**src/rtl/mem_port_arbiter_if.sv**
```systemverilog
// Bus bundle between the two requesters (CPU, DMA), the arbiter and the unified Memory.
// The slave modport is the arbiter's view; the master modport is the requester/memory side.
interface mem_port_arbiter_if #(
   parameter int DATA_W = 32,
   parameter int ADDR_W = 32
) ();

   logic              cpu_req;
   logic              cpu_we;
   logic [ADDR_W-1:0] cpu_addr;
   logic [DATA_W-1:0] cpu_wdata;
   logic [DATA_W-1:0] cpu_rdata;
   logic              cpu_ack;

   logic              dma_req;
   logic              dma_we;
   logic [ADDR_W-1:0] dma_addr;
   logic [DATA_W-1:0] dma_wdata;
   logic [DATA_W-1:0] dma_rdata;
   logic              dma_ack;

   logic [ADDR_W-1:0] Adress;
   logic [DATA_W-1:0] WriteData;
   logic              MemRead;
   logic              MemWrite;
   logic [DATA_W-1:0] MemData;
   logic              busy;

   modport slave (
      input  cpu_req, cpu_we, cpu_addr, cpu_wdata,
      input  dma_req, dma_we, dma_addr, dma_wdata,
      input  MemData,
      output cpu_rdata, cpu_ack, dma_rdata, dma_ack,
      output Adress, WriteData, MemRead, MemWrite, busy
   );

   modport master (
      output cpu_req, cpu_we, cpu_addr, cpu_wdata,
      output dma_req, dma_we, dma_addr, dma_wdata,
      output MemData,
      input  cpu_rdata, cpu_ack, dma_rdata, dma_ack,
      input  Adress, WriteData, MemRead, MemWrite, busy
   );

endinterface

```
**src/rtl/mem_port_arbiter.sv**
```systemverilog
// Two-port (CPU/DMA) arbiter in front of a single unified memory: IDLE -> ACCESS -> RESP.
// Define MEM_ARB_RR_EN for round-robin arbitration; otherwise fixed CPU priority with a starvation guard.
module mem_port_arbiter #(
   parameter int DATA_W      = 32,
   parameter int ADDR_W      = 32,
   parameter int MEM_LATENCY = 1,
   parameter int STARVE_MAX  = 4
) (
   input  logic              clk,
   input  logic              reset,
   mem_port_arbiter_if.slave bus
);

   typedef enum logic [1:0] {IDLE, ACCESS, RESP} stateT;

   localparam int            LW       = (MEM_LATENCY > 1) ? $clog2(MEM_LATENCY) : 1;
   localparam logic [LW-1:0] LAT_INIT = LW'(MEM_LATENCY - 1);

   stateT             state_q, state_d;
   logic [LW-1:0]     lat_q, lat_d;
   logic              we_q;
   logic              grantDma_q;
   logic [ADDR_W-1:0] adr_q;
   logic [DATA_W-1:0] wdata_q;
   logic [DATA_W-1:0] cpuRdata_q;
   logic [DATA_W-1:0] dmaRdata_q;

   logic anyReq;
   logic pickDma;
   logic memReadOut, memWriteOut, cpuAckOut, dmaAckOut, busyOut;

   assign anyReq = bus.cpu_req | bus.dma_req;

`ifdef MEM_ARB_RR_EN
   logic lastDma_q;

   // On contention the port that did not win last time goes first.
   assign pickDma = bus.dma_req & (~bus.cpu_req | ~lastDma_q);
`else
   localparam int SW = $clog2(STARVE_MAX + 1);
   logic [SW-1:0] starve_q;

   assign pickDma = bus.dma_req & (~bus.cpu_req | (starve_q == SW'(STARVE_MAX)));
`endif

   always_ff @(posedge clk) begin
      if (reset) begin
         state_q <= IDLE;
         lat_q   <= '0;
      end else begin
         state_q <= state_d;
         lat_q   <= lat_d;
      end
   end

   always_comb begin
      state_d = state_q;
      lat_d   = lat_q;
      case (state_q)
         IDLE: begin
            if (anyReq) begin
               state_d = ACCESS;
               lat_d   = LAT_INIT;
            end
         end
         ACCESS: begin
            if (lat_q == '0) state_d = RESP;
            else             lat_d   = lat_q - 1'b1;
         end
         RESP:    state_d = IDLE;
         default: state_d = IDLE;
      endcase
   end

   // Writes strobe only in the first ACCESS cycle; reads hold the strobe for the whole latency.
   always_comb begin
      memReadOut  = 1'b0;
      memWriteOut = 1'b0;
      cpuAckOut   = 1'b0;
      dmaAckOut   = 1'b0;
      busyOut     = 1'b0;
      case (state_q)
         ACCESS: begin
            busyOut     = 1'b1;
            memReadOut  = ~we_q;
            memWriteOut = we_q & (lat_q == LAT_INIT);
         end
         RESP: begin
            busyOut   = 1'b1;
            cpuAckOut = ~grantDma_q;
            dmaAckOut = grantDma_q;
         end
         default: ;
      endcase
   end

   always_ff @(posedge clk) begin
      if (reset) begin
         we_q       <= 1'b0;
         grantDma_q <= 1'b0;
         adr_q      <= '0;
         wdata_q    <= '0;
         cpuRdata_q <= '0;
         dmaRdata_q <= '0;
`ifdef MEM_ARB_RR_EN
         lastDma_q  <= 1'b1;
`else
         starve_q   <= '0;
`endif
      end else begin
         if (state_q == IDLE && anyReq) begin
            grantDma_q <= pickDma;
            we_q       <= pickDma ? bus.dma_we    : bus.cpu_we;
            adr_q      <= pickDma ? bus.dma_addr  : bus.cpu_addr;
            wdata_q    <= pickDma ? bus.dma_wdata : bus.cpu_wdata;
`ifdef MEM_ARB_RR_EN
            lastDma_q  <= pickDma;
`else
            if (pickDma || !bus.dma_req) starve_q <= '0;
            else                         starve_q <= starve_q + 1'b1;
`endif
         end
         if (state_q == ACCESS && lat_q == '0 && !we_q) begin
            if (grantDma_q) dmaRdata_q <= bus.MemData;
            else            cpuRdata_q <= bus.MemData;
         end
      end
   end

   assign bus.Adress    = adr_q;
   assign bus.WriteData = wdata_q;
   assign bus.MemRead   = memReadOut;
   assign bus.MemWrite  = memWriteOut;
   assign bus.cpu_ack   = cpuAckOut;
   assign bus.dma_ack   = dmaAckOut;
   assign bus.cpu_rdata = cpuRdata_q;
   assign bus.dma_rdata = dmaRdata_q;
   assign bus.busy      = busyOut;

endmodule

```
**src/flat_wrapper.sv**
```systemverilog
// flat-port wrapper written by rule: the top's interface ports become plain ports
module mem_port_arbiter_flat 
#(
   parameter int DATA_W      = 32,
   parameter int ADDR_W      = 32,
   parameter int MEM_LATENCY = 1,
   parameter int STARVE_MAX  = 4
)
  (clk, reset, bus_cpu_req, bus_cpu_we, bus_cpu_addr, bus_cpu_wdata, bus_dma_req, bus_dma_we, bus_dma_addr, bus_dma_wdata, bus_MemData, bus_cpu_rdata, bus_cpu_ack, bus_dma_rdata, bus_dma_ack, bus_Adress, bus_WriteData, bus_MemRead, bus_MemWrite, bus_busy);
  mem_port_arbiter_if #(.DATA_W(DATA_W), .ADDR_W(ADDR_W)) bus_i ();
  input  logic clk;
  input  logic reset;
  input wire logic [$bits(bus_i.cpu_req)-1:0] bus_cpu_req;
  input wire logic [$bits(bus_i.cpu_we)-1:0] bus_cpu_we;
  input wire logic [$bits(bus_i.cpu_addr)-1:0] bus_cpu_addr;
  input wire logic [$bits(bus_i.cpu_wdata)-1:0] bus_cpu_wdata;
  input wire logic [$bits(bus_i.dma_req)-1:0] bus_dma_req;
  input wire logic [$bits(bus_i.dma_we)-1:0] bus_dma_we;
  input wire logic [$bits(bus_i.dma_addr)-1:0] bus_dma_addr;
  input wire logic [$bits(bus_i.dma_wdata)-1:0] bus_dma_wdata;
  input wire logic [$bits(bus_i.MemData)-1:0] bus_MemData;
  output wire logic [$bits(bus_i.cpu_rdata)-1:0] bus_cpu_rdata;
  output wire logic [$bits(bus_i.cpu_ack)-1:0] bus_cpu_ack;
  output wire logic [$bits(bus_i.dma_rdata)-1:0] bus_dma_rdata;
  output wire logic [$bits(bus_i.dma_ack)-1:0] bus_dma_ack;
  output wire logic [$bits(bus_i.Adress)-1:0] bus_Adress;
  output wire logic [$bits(bus_i.WriteData)-1:0] bus_WriteData;
  output wire logic [$bits(bus_i.MemRead)-1:0] bus_MemRead;
  output wire logic [$bits(bus_i.MemWrite)-1:0] bus_MemWrite;
  output wire logic [$bits(bus_i.busy)-1:0] bus_busy;
  assign bus_i.cpu_req = bus_cpu_req;
  assign bus_i.cpu_we = bus_cpu_we;
  assign bus_i.cpu_addr = bus_cpu_addr;
  assign bus_i.cpu_wdata = bus_cpu_wdata;
  assign bus_i.dma_req = bus_dma_req;
  assign bus_i.dma_we = bus_dma_we;
  assign bus_i.dma_addr = bus_dma_addr;
  assign bus_i.dma_wdata = bus_dma_wdata;
  assign bus_i.MemData = bus_MemData;
  assign bus_cpu_rdata = bus_i.cpu_rdata;
  assign bus_cpu_ack = bus_i.cpu_ack;
  assign bus_dma_rdata = bus_i.dma_rdata;
  assign bus_dma_ack = bus_i.dma_ack;
  assign bus_Adress = bus_i.Adress;
  assign bus_WriteData = bus_i.WriteData;
  assign bus_MemRead = bus_i.MemRead;
  assign bus_MemWrite = bus_i.MemWrite;
  assign bus_busy = bus_i.busy;
  mem_port_arbiter #(.DATA_W(DATA_W), .ADDR_W(ADDR_W), .MEM_LATENCY(MEM_LATENCY), .STARVE_MAX(STARVE_MAX)) u_core (.clk(clk), .reset(reset), .bus(bus_i));
endmodule
```
**config.mk**
```make
export PLATFORM = sky130hd
export DESIGN_NAME = mem_port_arbiter_flat
export DESIGN_NICKNAME = d
export VERILOG_FILES = /design/src/rtl/mem_port_arbiter_if.sv /design/src/rtl/mem_port_arbiter.sv /design/src/flat_wrapper.sv
export SDC_FILE = /design/constraint.sdc
export NUM_CORES = 1
export LEC_CHECK = 0
export CORE_UTILIZATION = 30
export CTS_BUF_LIST = sky130_fd_sc_hd__clkbuf_2
export DETAILED_ROUTE_END_ITERATION = 6
export HOLD_SLACK_MARGIN = 0.1
export SLEW_MARGIN = 20
export SYNTH_ARGS = -nofsm -noshare
export SYNTH_HDL_FRONTEND = slang
export SYNTH_SLANG_ARGS = --single-unit
```
**constraint.sdc**
```tcl
create_clock -name clk -period 3.44 [get_ports clk]
set_clock_uncertainty 0.2 [all_clocks]
set_input_delay 0.344 -clock clk [delete_from_list [all_inputs] [get_ports clk]]
set_output_delay 0.344 -clock clk [all_outputs]
set_load 0.02 [all_outputs]
```
==> Word level (Yosys, flattened, before mapping) <==
Index checks and enable logic that the tools add are counted.
{ "word_totals": {"regBits": 136, "latchBits": 0, "ram_bits": 0, "romBits": 0, "inputBits": 166, "out_inout_bits": 133, "memories": 0} }
{ "op_classes": {"n_addsub": 2, "mul": 0, "div": 0, "n_lt_le_gt_ge": 0, "n_eq_ne": 5, "n_shift": 0, "n_mux": 15, "n_bitwise": 8, "reduce_logical": 13} }
{ "op_table": {"columns": ["op", "count"], "rows": [
  ["$mux 32", 2],
  ["$mux 1", 8],
  ["$reduce_and 2->1", 4],
  ["$mux 2", 2],
  ["$not 1->1", 4],
  ["$pmux 2 s2", 1],
  ["$add 3x1->3 const B", 1],
  ["$eq 3x3->1 const B", 1],
  ["$logic_and 1x1->1", 3],
  ["$mux 3", 1],
  ["$and 1x1->1", 2],
  ["$eq 2x1->1 const B", 1],
  ["$eq 2x2->1 const B", 1],
  ["$logic_not 1->1", 2],
  ["$logic_not 2->1", 1],
  ["$ne 2x1->1 const B", 1],
  ["$ne 2x2->1 const B", 1],
  ["$or 1x1->1", 2],
  ["$pmux 1 s2", 1],
  ["$reduce_bool 2->1", 1],
  ["$reduce_or 2->1", 1],
  ["$logic_or 1x1->1", 1],
  ["$sub 1x1->1 const B", 1]
]} }

==> Longest topological paths before layout <==
Gate-level depths: netlist of the first run.
{ "depth": {"depth_word": 5, "depth_mapped": 8, "ltp_nobuf": 5} }

==> Worst setup path after synthesis of the first run <==
No wires, ideal clock.
{ "synth_timing": {"kind": "register -> register", "startpoint": "register u_core.state_q[1]", "endpoint": "register u_core.cpuRdata_q[1] (netlist: u_core.bus.cpu_rdata[1])", "setup_ps": 132, "t_arrival_ps": 1424, "required_time_ps": 3108, "path_slack_ps": 1684, "stages_incl_launch_ff": 8, "path_buffers": 2, "cell_sequence": "dfxtp_1 inv_1 ha_1 or3b_2 clkbuf_1 buf_2 nand2_1 a21oi_1"} }
{ "synth_between": {"elab_chain_len": 4} }
{ "synth_rtl": {"columns": ["item", "line_no", "text"], "rows": [
  ["start, declared", "mem_port_arbiter.sv:19", "stateT state_q, state_d;"],
  ["start signal, assigned", "mem_port_arbiter.sv:51", "state_q <= state_d;"],
  ["$eq 2x1->1", "mem_port_arbiter.sv:123", "if (state_q == ACCESS && lat_q == '0 && !we_q) begin"],
  ["$logic_and 1x1->1 (2 in a row)", "mem_port_arbiter.sv:123", null],
  ["$reduce_and 2->1 (no source line)", null, null],
  ["end signal, assigned", "mem_port_arbiter.sv:125", "else cpuRdata_q <= bus.MemData;"],
  ["end, declared", "mem_port_arbiter.sv:25", "logic [DATA_W-1:0] cpuRdata_q;"]
]} }
No other way between the ends.
A chain may end at the register's enable or synchronous reset.

==> Worst setup path in the final report of the first run <==
{ "layout_timing": {"startpoint": "register u_core.starve_q[0]", "endpoint": "register u_core.wdata_q[25] (netlist: u_core.bus.WriteData[25])"} }
{ "layout_between": {"elab_chain_len": 4} }
{ "layout_rtl": {"columns": ["item", "line_no", "text"], "rows": [
  ["start, declared", "mem_port_arbiter.sv:41", "logic [SW-1:0] starve_q;"],
  ["start signal, assigned", "mem_port_arbiter.sv:120", "else starve_q <= starve_q + 1'b1;"],
  ["$eq 3x3->1", "mem_port_arbiter.sv:43", "assign pickDma = bus.dma_req & (~bus.cpu_req | (starve_q == SW'(STARVE_MAX)));"],
  ["$or 1x1->1", "mem_port_arbiter.sv:43", null],
  ["$and 1x1->1", "mem_port_arbiter.sv:43", null],
  ["$mux 32", "mem_port_arbiter.sv:115", "wdata_q <= pickDma ? bus.dma_wdata : bus.cpu_wdata;"],
  ["end signal, assigned", "mem_port_arbiter.sv:115", null],
  ["end, declared", "mem_port_arbiter.sv:24", "logic [DATA_W-1:0] wdata_q;"]
]} }
No other way between the ends.

==> results of run 1 <==
[power by group]
group	switching [mW]	total, mW	leakage (nW)	internal, mW
logic	0.627	1.36	2.64	0.736
registers	0.0789	1.78	1.11	1.70
clock network	0.612	1.01	0.149	0.395
total	1.32	4.15	3.89	2.84
[kinds of logic after synthesis]
logic type,share of synthesized area (%)
AO/OA/AOI/OAI,23.38
multiplexers,0.3512
adder cells (fa/ha/maj),1.317
flip-flops,47.41
XOR/XNOR,0.3073
buffers and inverters,6.980
AND/OR/NAND/NOR,20.26
[through the flow]
stage / area (sq um) / hold slack, ns / total power, mW
final: 10650 / 0.2307 / 4.153
after global routing: 10650 / 0.1372 / 4.394
after CTS: 10650 / 0.1314 / 4.190
after detailed placement: 8773 / 0.2453 / 2.945
after global placement: 8773 / 0.2413 / 2.942
after floorplan: 5700 / 0.2800 / 2.382
[sequential cells by signal, summed over array words and instances (netlist names)]
name                  flops
u_core.bus.Adress        32
u_core.bus.WriteData     32
u_core.bus.cpu_rdata     32
u_core.bus.dma_rdata     32
u_core.starve_q           3
u_core.state_q            2
u_core.grantDma_q         1
u_core.we_q               1
[final timing paths]
check,slack [ns],cells after the start,end
setup / recovery,0.59,7,u_core.bus.WriteData[25]
hold / removal,0.23,3,u_core.state_q[0]
setup reg to reg,0.59,7,u_core.bus.WriteData[25]
hold reg to reg,0.26,2,u_core.bus.cpu_rdata[25]
[Yosys cell counts]
cell type and n:
buf_6 5, o21ai_0 56, xor2_1 1, a21oi_1 65
inv_2 1, nand3_1 65, mux2i_1 2, a32oi_1 1
a311oi_1 55, nand3b_1 1, dfxtp_1 135, clkbuf_1 33
nor3b_2 1, inv_1 4, nor3_1 4, and3b_1 1
nor2b_1 2, nor3b_1 2, and2_1 2, buf_2 19
o21ai_1 10, a311oi_2 10, nand2_1 128, xnor2_1 1
o211ai_1 1, or3b_2 1, nor2_1 67, a21boi_2 1
ha_1 6, clkbuf_2 2, o21a_1 1, a21bo_2 1
buf_1 3, buf_4 11
[worst max-delay path, stage by stage, from the launching register on]
cell and delay, ns:
dfxtp_1 0.37, inv_1 0.06, ha_1 0.21, a21bo_2 0.42, nand3_1 0.13, dlygate4sd3_1 0.61
a311oi_2 0.26, dlygate4sd3_1 0.58
[cell type report]
cell class | instances | area share, %
Timing Repair Buffer | 476 | 44.77
Sequential cell | 135 | 25.37
Multi-Input combinational cell | 485 | 24.61
Tap cell | 234 | 2.748
Clock inverter | 15 | 1.503
Clock buffer | 17 | 0.7987
Inverter | 5 | 0.1762
Antenna cell | 1 | 0.02349
[cells in the final DEF (no fill, tap or decap), types with 2 or more instances in the layout]
cell type	synthesis	final
a21oi_1	65	65
a311oi_1	55	55
a311oi_2	10	10
and2_1	2	2
buf_12	0	4
buf_4	11	12
bufinv_16	0	3
clkbuf_2	2	17
clkdlybuf4s50_1	0	296
clkinv_1	0	2
clkinv_2	0	6
clkinvlp_4	0	2
dfxtp_1	135	135
dlygate4sd3_1	0	163
ha_1	6	6
inv_1	4	4
mux2i_1	2	2
nand2_1	128	128
nand3_1	65	65
nor2_1	67	67
nor2b_1	2	2
nor3_1	4	4
nor3b_1	2	2
o21ai_0	56	56
o21ai_1	10	10
[layer usage]
layer,vias to the layer above,track usage (%),part of all wire [%]
met5,-,0,0
met4,0,6.883,1.6
met3,22,8.500,8.9
met2,266,37.39,48
met1,3021,24.94,42
li1,3300,-,-
[timing repair]
item / CTS / global route
hold endpoints to repair: 131 / 0
setup buffers: 0 / 0
hold buffers: 163 / 0
setup endpoints to repair: 0 / 0
==> results by group, run 1 <==
STA
  – Number of setup violations in the final report: 0
  – Fin crit period: 2.854 ns
  – Worst-margin pin slew: 0.8268 ns
  – F_max: 0.3503 GHz
  – Post-route setup slack: 0.5855 ns
  – Period utilization: 82.98%
  – Max_slew headroom: 44.88%
  – Count of final hold-check violations: 0
  – Slew Limit Fails: 0
  – RSZ-0062 raised after global routing: false
  – Setup total negative slack: 0 ns

Drt
  – Number of DRC markers in iteration 0: 297
  – DR vias/cell: 4.831
  – Drt drc: 6
  – Via count: 6,609
  – Final ANT Viol Nets: 0
  – Routed length per placed instance: 15.72 um
  – Routed WL: 21,510 um
  – TritonRoute pass-1 iters: 7

Global routing
  – Initial antenna violation count: 1
  – First-pass GRT wire length: 33,750 um
  – Number of global-route vias before repair: 6,483
  – Tot GR Track Use: 21.86%
  – Largest net degree at the start of global routing: 66
  – Global route total overflow: 0

Clock network
  – CTS tree: built
  – Clock-pin transition on the worst setup and hold timing paths: 0.22 ns
  – Worst-Skew Late Latency: 0.69 ns
  – Root buf cell: clkbuf_2
  – Worst-case clock buffer depth: 2
  – H-Tree Depth: 4
  – Num CTS Buffers: 17
  – # resized after CTS: 0
  – Clock tree sinks: 135

Logic synthesis
  – Syn nets: 870
  – Synthesis Warnings: 0
  – Cell area after synthesis: 5700 sq um
  – Synth area leaders: dfxtp_1 47%, a311oi_1 8.5%, nand2_1 8.4%
  – Sequential share of the synthesized area: 47.41%
  – Yosys cell types: 34
  – Synth top area share: 47.41%
  – Flop and latch count out of synthesis: 135
  – Post-synth top area cell: dfxtp_1
  – Cells after Synth: 698
  – Syn_area_per_cell: 8.167 sq um

Layout
  – Area Growth Syn to Fin: 86.87%
  – Nets: 1,292
  – Fill count: 1,714
  – Area occupied by multi-input gates: 2621 sq um
  – Reg area: 2703 sq um
  – Fin cells: 1,368
  – Post-route core utilization: 57.14%
  – Share of cells above drive strength 1: 5.560%

Setup path
  – Worst EP required: 3.90 ns
  – Setup CP Type: reg -> reg
  – FF-to-FF Start: u_core.starve_q[0]
  – Crit path arrival time: 3.32 ns
  – Crit. End Element: flip-flop
  – Crit-path max FO: 19
  – Critical Path Start Type: flip-flop
  – Setup crit start: u_core.starve_q[0]

Die
  – Die X: 139.8 um
  – Die area: 19,560 sq um
  – Die Span Y: 139.8 um
  – Top Ports: 299
  – Initial Utilization: 30.58%
  – Area of the core: 18,640 sq um
  – Row cnt: 50

Flow run
  – Maxcap violations: 0

Power and ir drop
  – Leak: 3.892 nW
  – PD cells: 389.9 nW/um^2
  – Worst VDD drop: 0.1974 mV

Place
  – Post-DP HPWL: 13,670 um
  – Inst Count DP: 1,172
  – Post-Place Setup Slack: 0.9974 ns
  – GP Congestion: 0.7831
  – # port buffers: 298

Status
  – Status: complete, but fails checks
  – Failing checks: design-rule violations

Worst hold path
  – Worst Hold Launch: bus_cpu_req
  – Hold WC Path Type: in -> reg
Power figures use the tool's default switching activity.
==> inputs of run 2 (changes only) <==
- PLACE_DENSITY: unset -> 0.66
- clock period: 3.44 -> 2.4 ns (I/O delays scaled with it)
==> results by group, run 2 (same netlist as run 1, synthesis figures left out) <==
Power and ir drop
  – Leak: 4.011 nW (+3.0%)
  – Worst VDD drop: 0.3252 mV (+65%)
  – PD cells: 564.9 nW/um^2 (+45%)

Drt
  – Drt drc: 0 (-6)
  – Routed length per placed instance: 16.40 um (+4.3%)
  – DR vias/cell: 4.975 (+3.0%)
  – TritonRoute pass-1 iters: 7 (unchanged)
  – Final ANT Viol Nets: 0 (unchanged)
  – Routed WL: 22,590 um (+5.0%)
  – Via count: 6,856 (+3.7%)
  – Number of DRC markers in iteration 0: 273 (-8.1%)

Die
  – Row cnt: 50 (unchanged)
  – Die area: 19,560 sq um (unchanged)
  – Initial Utilization: 30.58% (unchanged)
  – Top Ports: 299 (unchanged)
  – Die Span Y: 139.8 um (unchanged)
  – Area of the core: 18,640 sq um (unchanged)
  – Die X: 139.8 um (unchanged)

STA
  – Period utilization: 98.20% (+15 points)
  – Fin crit period: 2.357 ns (-0.4977 ns)
  – F_max: 0.4243 GHz (+21%)
  – Number of setup violations in the final report: 0 (unchanged)
  – Setup total negative slack: 0 ns (unchanged)
  – Slew Limit Fails: 0 (unchanged)
  – Worst-margin pin slew: 0.7626 ns (-0.06412 ns)
  – Count of final hold-check violations: 0 (unchanged)
  – RSZ-0062 raised after global routing: true
  – Max_slew headroom: 49.16% (+4.3 points)

Layout
  – Fill count: 1,596 (-6.9%)
  – Commonest cells after routing, fill and taps aside: 290 x clkdlybuf4s50_1, 166 x dlygate4sd3_1, 131 x dfxtp_1, 128 x nand2_1, 67 x nor2_1
  – Area Growth Syn to Fin: 91.92%
  – Most common library cell in the layout ignoring fill and taps: clkdlybuf4s50_1
  – Area occupied by multi-input gates: 2645 sq um (+0.91%)
  – Antenna Cells: 0 (-1)
  – Share of cells above drive strength 1: 7.168% (+1.6 points)
  – Post-route core utilization: 58.68% (+1.5 points)
  – Reg area: 2708 sq um (+0.19%)
  – Nets: 1,304 (+0.93%)

Setup path
  – Crit. End Element: flip-flop
  – Crit path arrival time: 2.80 ns (-0.52 ns)
  – Setup CP Type: reg -> reg
  – Crit-path max FO: 28 (+9)
  – Worst EP required: 2.84 ns (-1.06 ns)
  – Critical Path Start Type: flip-flop

Place
  – GP Congestion: 0.7494 (-4.3%)
  – # port buffers: 298 (unchanged)
  – Post-DP HPWL: 13,010 um (-4.8%)

Global routing
  – Global route total overflow: 0 (unchanged)
  – Largest net degree at the start of global routing: 77 (+17%)
  – Tot GR Track Use: 21.87% (about the same)
  – Number of global-route vias before repair: 6,684 (+3.1%)
  – Initial antenna violation count: 0 (-1)
  – First-pass GRT wire length: 34,170 um (+1.2%)

Clock network
  – Clock-pin transition on the worst setup and hold timing paths: 0.21 ns (about the same)
  – Worst-Skew Late Latency: 0.66 ns (-0.03 ns)
  – Root buf cell: clkbuf_2
  – Worst-case clock buffer depth: 2 (unchanged)
  – Num CTS Buffers: 17 (unchanged)
  – H-Tree Depth: 4 (unchanged)
  – CTS tree: built
  – Clock tree sinks: 135 (unchanged)

Worst hold path
  – Hold WC Path Type: reg -> reg

Status
  – Status: finished clean

Flow run
  – Maxcap violations: 0 (unchanged)
[run 2: where the power goes]
group | leakage (nW) | internal, mW | switching (mW)
Combinational | 2.75 | 1.11 | 0.950
Sequential | 1.11 | 2.44 | 0.111
Clock | 0.151 | 0.671 | 0.890
Total | 4.01 | 4.23 | 1.95
[run 2: metrics by stage]
step                      setup slack, ns  instance area (sq um)  total power [mW]  hold WS, ns  cells
final                             0.04319                  10940             6.180       0.2645   1378
after floorplan                    0.6439                   5700             3.414       0.1760    698
after global placement             0.3583                   8831             4.223       0.2404   1173
after CTS                         0.01329                  10760             6.109       0.2691   1370
after detailed placement           0.3275                   8831             4.231       0.2461   1173
after global routing             -0.03904                  10940             6.505       0.2383   1378
[run 2: worst paths after layout]
| kind | startpoint | end | slack, ns | depth (start not counted) |
|---|---|---|---|---|
| hold / removal | u_core.bus.dma_rdata[21] | u_core.bus.dma_rdata[21] | 0.26 | 2 |
| setup reg to reg | u_core.starve_q[1] | u_core.bus.Adress[14] | 0.04 | 7 |
| hold reg to reg | u_core.bus.dma_rdata[21] | u_core.bus.dma_rdata[21] | 0.26 | 2 |
| setup / recovery | u_core.starve_q[1] | u_core.bus.Adress[14] | 0.04 | 7 |
[run 2: layout make-up]
| cell class | count | area share (%) |
|---|---|---|
| sequential | 135 | 24.75 |
| timing repair buffer | 488 | 45.79 |
| multi-input combinational | 485 | 24.18 |
| clock buffer | 17 | 0.7777 |
| inverter | 5 | 0.1715 |
| tap | 234 | 2.676 |
| clock inverter | 14 | 1.658 |
[run 2: what timing repair did]
action / 4_1_cts / 5_1_grt
pin swaps: 0 / 3
hold endpoints to repair: 135 / 0
endpoints found under the setup margin: 5 / 56
hold buffers: 166 / 0
resized for setup: 11 / 18
gates cloned: 0 / 5
buffers inserted: 0 / 4
[run 2: critical path, cell delays in order (launching register included)]
cell and delay, ns:
dfxtp_2 0.38, inv_1 0.04, ha_1 0.22, a21boi_4 0.24, buf_12 0.21, o21ai_0 0.10, a311oi_1 0.33, dlygate4sd3_1 0.61
[run 2: per-layer routing]
metal	routed length (um)	part of all wire (%)	GRT usage [%]
met5	0	0	0
met4	476	2.1	7.461
met3	1671	7.4	7.536
met2	10900	48	37.34
met1	9545	42	25.38
